===== src/rtl/pipe_pkg.sv =====
// Shared types for the integer pipeline interlock: scoreboard slot record,
// controller state encoding and register-file constants.
package pipe_pkg;

  localparam int unsigned AW = 4;
  localparam logic [AW-1:0] REG_ZERO = '0;

  typedef struct packed {
    logic          valid;
    logic [AW-1:0] rt;
    logic          writes;
    logic          jmp;
  } slot_t;

  typedef enum logic [1:0] {
    StRun    = 2'd0,
    StBrWait = 2'd1,
    StDrain  = 2'd2,
    StHalted = 2'd3
  } state_e;

  // True when a slot will commit a write that a later reader must wait for.
  function automatic logic slot_pending_write(slot_t s);
    return s.valid & s.writes;
  endfunction

endpackage


===== src/rtl/raw_hazard_cmp.sv =====
// Compares one decode source register against every in-flight slot and flags
// a read-after-write hit. Register 0 reads as zero and never hits.
module raw_hazard_cmp
  import pipe_pkg::*;
#(
  parameter int unsigned NSLOT = 3
) (
  input  logic                i_use,
  input  logic [AW-1:0]       i_src,
  input  slot_t [NSLOT-1:0]   i_slots,
  output logic                o_hit
);

  always_comb begin
    o_hit = 1'b0;
    if (i_use && (i_src != REG_ZERO)) begin
      for (int i = 0; i < NSLOT; i++) begin
        if (slot_pending_write(i_slots[i]) && (i_slots[i].rt == i_src)) begin
          o_hit = 1'b1;
        end
      end
    end
  end

endmodule


===== src/rtl/pipeline_interlock_ctrl.sv =====
// Decode-side issue/interlock controller: scoreboards M/E/W writes, stalls on
// RAW hazards, serialises conditional jumps and sequences pipeline halt.
module pipeline_interlock_ctrl #(
  parameter int unsigned NSLOT = 3,
  parameter int unsigned AW    = 4
) (
  input  logic              clk,
  input  logic              rst_n,
  input  logic              d_valid,
  input  logic [AW-1:0]     d_ra,
  input  logic [AW-1:0]     d_r2,
  input  logic              d_use_ra,
  input  logic              d_use_r2,
  input  logic [AW-1:0]     d_rt,
  input  logic              d_writes,
  input  logic              d_is_jmp,
  input  logic              d_is_invalid,
  input  logic              flush,
  output logic              issue,
  output logic              stall,
  output logic [(2**AW)-1:0] busy_mask,
  output logic              halted,
  output logic [1:0]        state
);

  import pipe_pkg::*;

  state_e             r_state;
  state_e             w_state_nxt;
  slot_t [NSLOT-1:0]  r_slot;
  slot_t [NSLOT-1:0]  w_slot_nxt;
  logic               w_hit_ra;
  logic               w_hit_r2;
  logic               w_hazard;
  logic               w_any_valid;

  raw_hazard_cmp #(
    .NSLOT (NSLOT)
  ) u_cmp_ra (
    .i_use   (d_use_ra),
    .i_src   (d_ra),
    .i_slots (r_slot),
    .o_hit   (w_hit_ra)
  );

  raw_hazard_cmp #(
    .NSLOT (NSLOT)
  ) u_cmp_r2 (
    .i_use   (d_use_r2),
    .i_src   (d_r2),
    .i_slots (r_slot),
    .o_hit   (w_hit_r2)
  );

  assign w_hazard = w_hit_ra | w_hit_r2;

  always_comb begin
    w_any_valid = 1'b0;
    busy_mask   = '0;
    for (int i = 0; i < NSLOT; i++) begin
      w_any_valid = w_any_valid | r_slot[i].valid;
      if (slot_pending_write(r_slot[i])) begin
        busy_mask[r_slot[i].rt] = 1'b1;
      end
    end
    // Console writes to r0 are not tracked.
    busy_mask[0] = 1'b0;
  end

  always_comb begin
    w_state_nxt = r_state;
    issue       = 1'b0;
    halted      = 1'b0;
    unique case (r_state)
      StRun: begin
        issue = d_valid & ~w_hazard & ~flush;
        if (issue && d_is_invalid) begin
          w_state_nxt = StDrain;
        end else if (issue && d_is_jmp) begin
          w_state_nxt = StBrWait;
        end
      end
      StBrWait: begin
        // Jump has reached E; it resolves this cycle, so reopen issue next.
        if (r_slot[1].valid && r_slot[1].jmp) begin
          w_state_nxt = StRun;
        end
      end
      StDrain: begin
        if (!w_any_valid) begin
          w_state_nxt = StHalted;
        end
      end
      StHalted: begin
        halted = 1'b1;
      end
    endcase
    if (flush && ((r_state == StRun) || (r_state == StBrWait))) begin
      w_state_nxt = StRun;
    end
  end

  assign stall = (d_valid & ~issue & ~flush) | halted;
  assign state = r_state;

  always_comb begin
    w_slot_nxt = '0;
    if (issue) begin
      w_slot_nxt[0].valid  = 1'b1;
      w_slot_nxt[0].rt     = d_rt;
      w_slot_nxt[0].writes = d_writes;
      w_slot_nxt[0].jmp    = d_is_jmp;
    end
    for (int i = 1; i < NSLOT; i++) begin
      w_slot_nxt[i] = r_slot[i-1];
    end
    // A taken jump in E kills the younger instruction sitting in M.
    if (flush) begin
      w_slot_nxt[1].valid = 1'b0;
    end
  end

  always_ff @(posedge clk or negedge rst_n) begin
    if (!rst_n) begin
      r_state <= StRun;
      r_slot  <= '0;
    end else begin
      r_state <= w_state_nxt;
      r_slot  <= w_slot_nxt;
    end
  end

endmodule


===== config.mk =====
export PLATFORM = sky130hd
export DESIGN_NAME = pipeline_interlock_ctrl
export DESIGN_NICKNAME = d
export VERILOG_FILES = /design/src/rtl/pipe_pkg.sv /design/src/rtl/raw_hazard_cmp.sv /design/src/rtl/pipeline_interlock_ctrl.sv
export SDC_FILE = /design/constraint.sdc
export NUM_CORES = 1
export LEC_CHECK = 0
export BUFFER_PORTS_ARGS = -buffer_cell sky130_fd_sc_hd__buf_2
export CAP_MARGIN = 10
export CORE_MARGIN = 2
export CORE_UTILIZATION = 50
export DETAILED_ROUTE_END_ITERATION = 7
export MAX_ROUTING_LAYER = met4
export PLACE_DENSITY_LB_ADDON = 0.3
export SKIP_CTS_REPAIR_TIMING = 1
export SLEW_MARGIN = 0
export SYNTH_ARGS = -nofsm -noshare
export SYNTH_HDL_FRONTEND = slang
export SYNTH_SLANG_ARGS = --single-unit

===== constraint.sdc =====
create_clock -name clk -period 2.68 [get_ports clk]
set_input_delay 0.268 -clock clk [delete_from_list [all_inputs] [get_ports clk]]
set_output_delay 0.268 -clock clk [all_outputs]
set_load 0.02 [all_outputs]

# After elaboration in Yosys (flattened, before gate mapping)
# Cells that the tools add are included.
# totals
register_bits,22
inputBits,21
# classes
order_cmp,6
n_eq_ne,12
muxes,27
n_bitwise,16
n_reduce_logical,21
# op_table
cell,count
$mux W16,3
$or A16 B16 Y16,2
$eq A4 B4 Y1,6
$logic_and A1 B1 Y1,15
$lt A4 B5 Y1 const B,3
$mux W1,14
$demux W1 S4,3
$ge A4 B1 Y1 const B,3
$reduce_bool A4 Y1,3
$mux W2,5
$and A1 B1 Y1,7
$mux W7,1
$pmux W2 S3,1
$eq A2 B2 Y1 const B,2
$ne A4 B3 Y1 const B,1
$or A1 B1 Y1,4
$reduce_and A4 Y1,1
$ne A3 B2 Y1 const B,1
$ne A3 B3 Y1 const B,1
$not A1 Y1,3
$eq A2 B1 Y1 const B,1
$logic_not A2 Y1,1
$logic_or A1 B1 Y1,1

# Depth between registers and ports, before layout
# logic_depth
ltp_word,15
depth_mapped,9
depth_no_buf,9

# Cells and area by module
# From an unflattened synthesis, not the netlist that was laid out.
# hier_totals
cells_unflattened,176
hier_area_um2,1576.5
# modules_own_cells
mod,n_inst,cells_each,area_each_um2
pipeline_interlock_ctrl,1,134,1241.2
raw_hazard_cmp,2,21,167.7

# Least setup slack after synthesis
# Ideal clock, no wire load.
# synth_timing
kind,register to register
startpoint,register r_state[0] (netlist: state[0])
endpoint,register r_state[0] (netlist: state[0])
arrival_ns,1.988
setup_slack_ns,0.566
stages_incl_launch_ff,9
path_buffers,0
path_cell_list,dfrtp_1 > inv_1 > ha_1 > nand3b_1 > a21oi_1 > a21oi_1 > or3_1 > and2_1 > a221o_1
# synth_via
elab_chain_cells,5
elab_cells_between_ends,12
# synth_rtl
item,line_no,text
from (decl),pipeline_interlock_ctrl.sv:28,state_e r_state;
from (signal assigned),pipeline_interlock_ctrl.sv:125,r_state <= StRun;
from (signal assigned),pipeline_interlock_ctrl.sv:128,r_state <= w_state_nxt;
$eq A2 B1 Y1 / $logic_not A2 Y1 (equally long branches),"pipeline_interlock_ctrl.sv:74, pipeline_interlock_ctrl.sv:98",
$logic_or A1 B1 Y1,pipeline_interlock_ctrl.sv:98,if (flush && ((r_state == StRun) || (r_state == StBrWait))) begin
$logic_and A1 B1 Y1,pipeline_interlock_ctrl.sv:98,
$ne A4 B3 Y1 (no line) (tied with other cells),n/a,
$reduce_and A4 Y1 (no line),n/a,
# Several ways; a longest one is shown, not always the timed one.
# A chain may end at the register's enable or synchronous reset.

# Worst setup path in the final report
# layout_timing
startpoint,register r_slot[13] (netlist bit)
endpoint,output stall
# layout_via
elab_chain_cells,14
elab_cells_between_ends,18
# layout_rtl
item,line_no,text
from (decl),pipeline_interlock_ctrl.sv:30,slot_t [NSLOT-1:0] r_slot;
from (signal assigned),pipeline_interlock_ctrl.sv:129,r_slot <= w_slot_nxt;
$and A1 B1 Y1 (*),pipe_pkg.sv:24,return s.valid & s.writes;
$logic_and A1 B1 Y1,raw_hazard_cmp.sv:18,if (slot_pending_write(i_slots[i]) && (i_slots[i].rt == i_src)) begin
$mux W1 (2 in series),raw_hazard_cmp.sv:18,
$mux W1,raw_hazard_cmp.sv:16,if (i_use && (i_src != REG_ZERO)) begin
$or A1 B1 Y1 (*),pipeline_interlock_ctrl.sv:55,assign w_hazard = w_hit_ra | w_hit_r2;
$not A1 Y1 (*),pipeline_interlock_ctrl.sv:76,issue = d_valid & ~w_hazard & ~flush;
$and A1 B1 Y1 (*) (2 in series),pipeline_interlock_ctrl.sv:76,
$mux W1 (*),pipeline_interlock_ctrl.sv:74,unique case (r_state)
$not A1 Y1 (*),pipeline_interlock_ctrl.sv:103,assign stall = (d_valid & ~issue & ~flush) | halted;
$and A1 B1 Y1 (*) (2 in series),pipeline_interlock_ctrl.sv:103,
$or A1 B1 Y1 (*),pipeline_interlock_ctrl.sv:103,
to (decl),pipeline_interlock_ctrl.sv:20,"output logic stall,"
# Every way passes the cells marked *; elsewhere a longest branch is shown, timed or not.

==> out/metrics.csv <==
metric,value,unit
Power per Cell Area,560.9,nW/um^2
gr ovfl total,0,
"Arr. time, crit path",2250,ps
die area,3766,sq um
design area,1961,sq um
Syn Inst Count,189,
Synth Net Count,214,
fin. max-slew vios,0,
number of global-route vias before repair,1339,
Crit path top cell by count,nand2_1,
#FFs+latches synth,22,
area of the mapped netlist,1645,sq um
most frequent cells in the layout,"buf_2, nand2_1, dfrtp_1, xnor2_1",
switching power total,0.3928,mW
placed cell count,268,
Logic pwr share,37.5,%
initial antenna violation count,0,
Top-Level Pins,42,
Final #Nets,258,
critical path capture point type,primary output,
max_cap viols,0,
starting DRC count in detailed routing,115,
top_reg_cell synth,dfrtp_1,
Post-DRT Antenna Nets,0,
die width,61.37,um
CTS Buf Count,3,
Port Buffer Count,40,
GRT busiest layer,met2,
Post-DP Area,1874,sq um
number of synthesized flops with an enable pin,0,
CTS root buf,clkbuf_4,
CTS tree,yes,
Worst EP required,2410,ps
max_slew headroom,63.44,%
Global Route Usage Sum,23.74,%
maximum VDD drop,475.5,uV
adder-cell share of the synthesized area,3.042,%
Lkg Pwr,0.9766,nW
Yosys warnings,0,
Synth Area in Simple Gates,30.95,%
clock power share,22.3,%
CP top delay family,simple AND/OR/NAND/NOR gates,
met1 global-route usage,32.75,%
DRC,0,
register area share after synthesis,33.46,%
first-pass GRT wire length,6368,um
# diodes,0,
Final GP Congestion,0.9410,
Slowest cell on crit path,dfrtp_1,
final setup violating endpoints,0,
Max Root-Sink Buffers,2,
syn_area_per_cell,8.705,sq um
Hold Fails Final Rpt,0,
Worst Path Buf+Inv,1,
period utilization,93.79,%
R2R Setup Slk,510,ps
share of layout cells above drive strength 1,26.72,%
Die H,61.37,um
CP max FO,6,
Sw Share,35.72,%
Synth cell types,39,
grt met3 use,1.891,%
worst min path class,input port to flip-flop,
largest family of logic cells by synthesized area,simple AND/OR/NAND/NOR gates,
status,completed,
Async SR Flop Fraction,100.0,%
Layout Area Growth over Synthesis,19.16,%
"Clk pin slew, worst setup/hold paths",120,ps
H-tree Lvls,1,
clk sinks,22,
WL final,4038,um
Initial Util,53.02,%
post-DP HPWL,3054,um
final setup skew,2.243,ps
CP cell instances,nand2_1 > nor3_1 > nand4_1 > nand3_2 > nor4_4 > nand2_1 > a21o_1 > buf_2,
Slew @ Worst Pin,547.3,ps
RSZ-0062 raised after global routing,false,
compound-cell area share of the yosys netlist,14.83,%
clk_lat worst skew,300,ps
largest net degree at the start of global routing,23,
Pint,0.7070,mW
vias per inst,5.558,
Site Rows,20,
"commonest non-fill, non-tap cell in the layout",buf_2,
Layout Cells excl Fill,276,
fin crit period,2514,ps
drt wl/cell,14.63,um
Post-Synth XOR/XNOR Area,12.78,%
class of the most critical setup path,flip-flop to primary output,
Reg power frac,40.2,%
multiplexer share of the synthesized area,0.6084,%
DR pass1 iterations,4,
CP peak stage delay,450,ps
met2 Usage GRT,37.54,%
Setup crit start kind,flip-flop,
detailed-route via count,1534,
Core ar.,3103,sq um
maximum clock frequency,0.3978,GHz
-- power groups by stage --
stage / clock network (mW) / logic, mW / registers, mW
after floorplan: 0 / 0.305 / 0.429
after detailed placement: 0 / 0.399 / 0.447
after global placement: 0 / 0.399 / 0.446
after CTS: 0.252 / 0.404 / 0.441
after global routing: 0.267 / 0.461 / 0.449
final: 0.246 / 0.412 / 0.442
-- final timing paths --
path	startpoint	end	depth (start not counted)
max in group asynchronous	rst_n	r_slot[3]	2
worst min register to register	r_slot[0]	r_slot[7]	0
worst max-delay path	r_slot[13]	stall	8
worst max register to register	state[0]	state[0]	8
min in group asynchronous	rst_n	r_slot[12]	2
worst min-delay path	flush	r_slot[13]	2
-- per-layer routing --
metal	vias up	part of all wire, %
li1	757	-
met1	723	46
met2	52	48
met3	2	5.6
met4	0	0.57
met5	-	0
-- cells by family (layout without fill, tap and decap cells) --
logic type | after synthesis | count (layout)
xor gates and xnor gates | 24 | 24
buffers and inverters | 14 | 57
other | 1 | 1
adders and majority gates | 4 | 4
DFF | 22 | 22
muxes | 1 | 1
and+or+nand+nor | 93 | 93
AOI/OAI and AO/OA | 30 | 30
-- layout make-up --
cell class                 instances  area [sq um]
fill                             309          1142
multi-input combinational        153          1027
sequential                        22         551.8
timing repair buffer              46         247.7
tap                               44         55.05
clock inverter                     1         30.03
inverter                           7         26.28
clock buffer                       3         22.52
-- flip-flops by register name, summed over array words and instances (netlist names) --
signal / count
r_slot: 20
state: 2
-- synth_stat cells, types with 2 or more instances --
master | instances | share of area [%]
a21oi_1 | 5 | 1.5
ha_1 | 4 | 3.0
a22oi_1 | 9 | 4.1
inv_1 | 7 | 1.6
nand2_1 | 30 | 6.8
nand3_1 | 8 | 2.4
xor2_1 | 6 | 3.2
and3_2 | 5 | 2.3
xnor2_1 | 18 | 9.6
o21ai_0 | 3 | 0.91
nor2b_1 | 8 | 3.0
nor2_1 | 9 | 2.1
nor3_1 | 6 | 1.8
a32oi_1 | 5 | 2.7
nor3b_1 | 6 | 2.7
o41ai_2 | 2 | 2.0
buf_2 | 3 | 0.91
nand3b_1 | 3 | 1.4
and4_1 | 2 | 1.1
buf_4 | 3 | 1.4
nor4_1 | 2 | 0.76
and2_1 | 2 | 0.76
dfrtp_1 | 22 | 33
nand4_1 | 6 | 2.3
-- metrics by stage --
step | util [%] | setup TNS (ps) | setup slack, ps | total power, mW | hold WS, ps
floorplan | - | 0 | 565.8 | 0.7336 | -27.59
global placement | 60.40 | 0 | 383.7 | 0.8453 | 248.2
detailed placement | 60.40 | 0 | 308.3 | 0.8464 | 249.8
CTS | 62.10 | -12.03 | -12.03 | 1.097 | -89.43
global route | 63.19 | 0 | 15.35 | 1.177 | 168.8
finish | 63.19 | 0 | 166.3 | 1.100 | 174.4
Note: power is estimated with default switching activity, not from simulation.
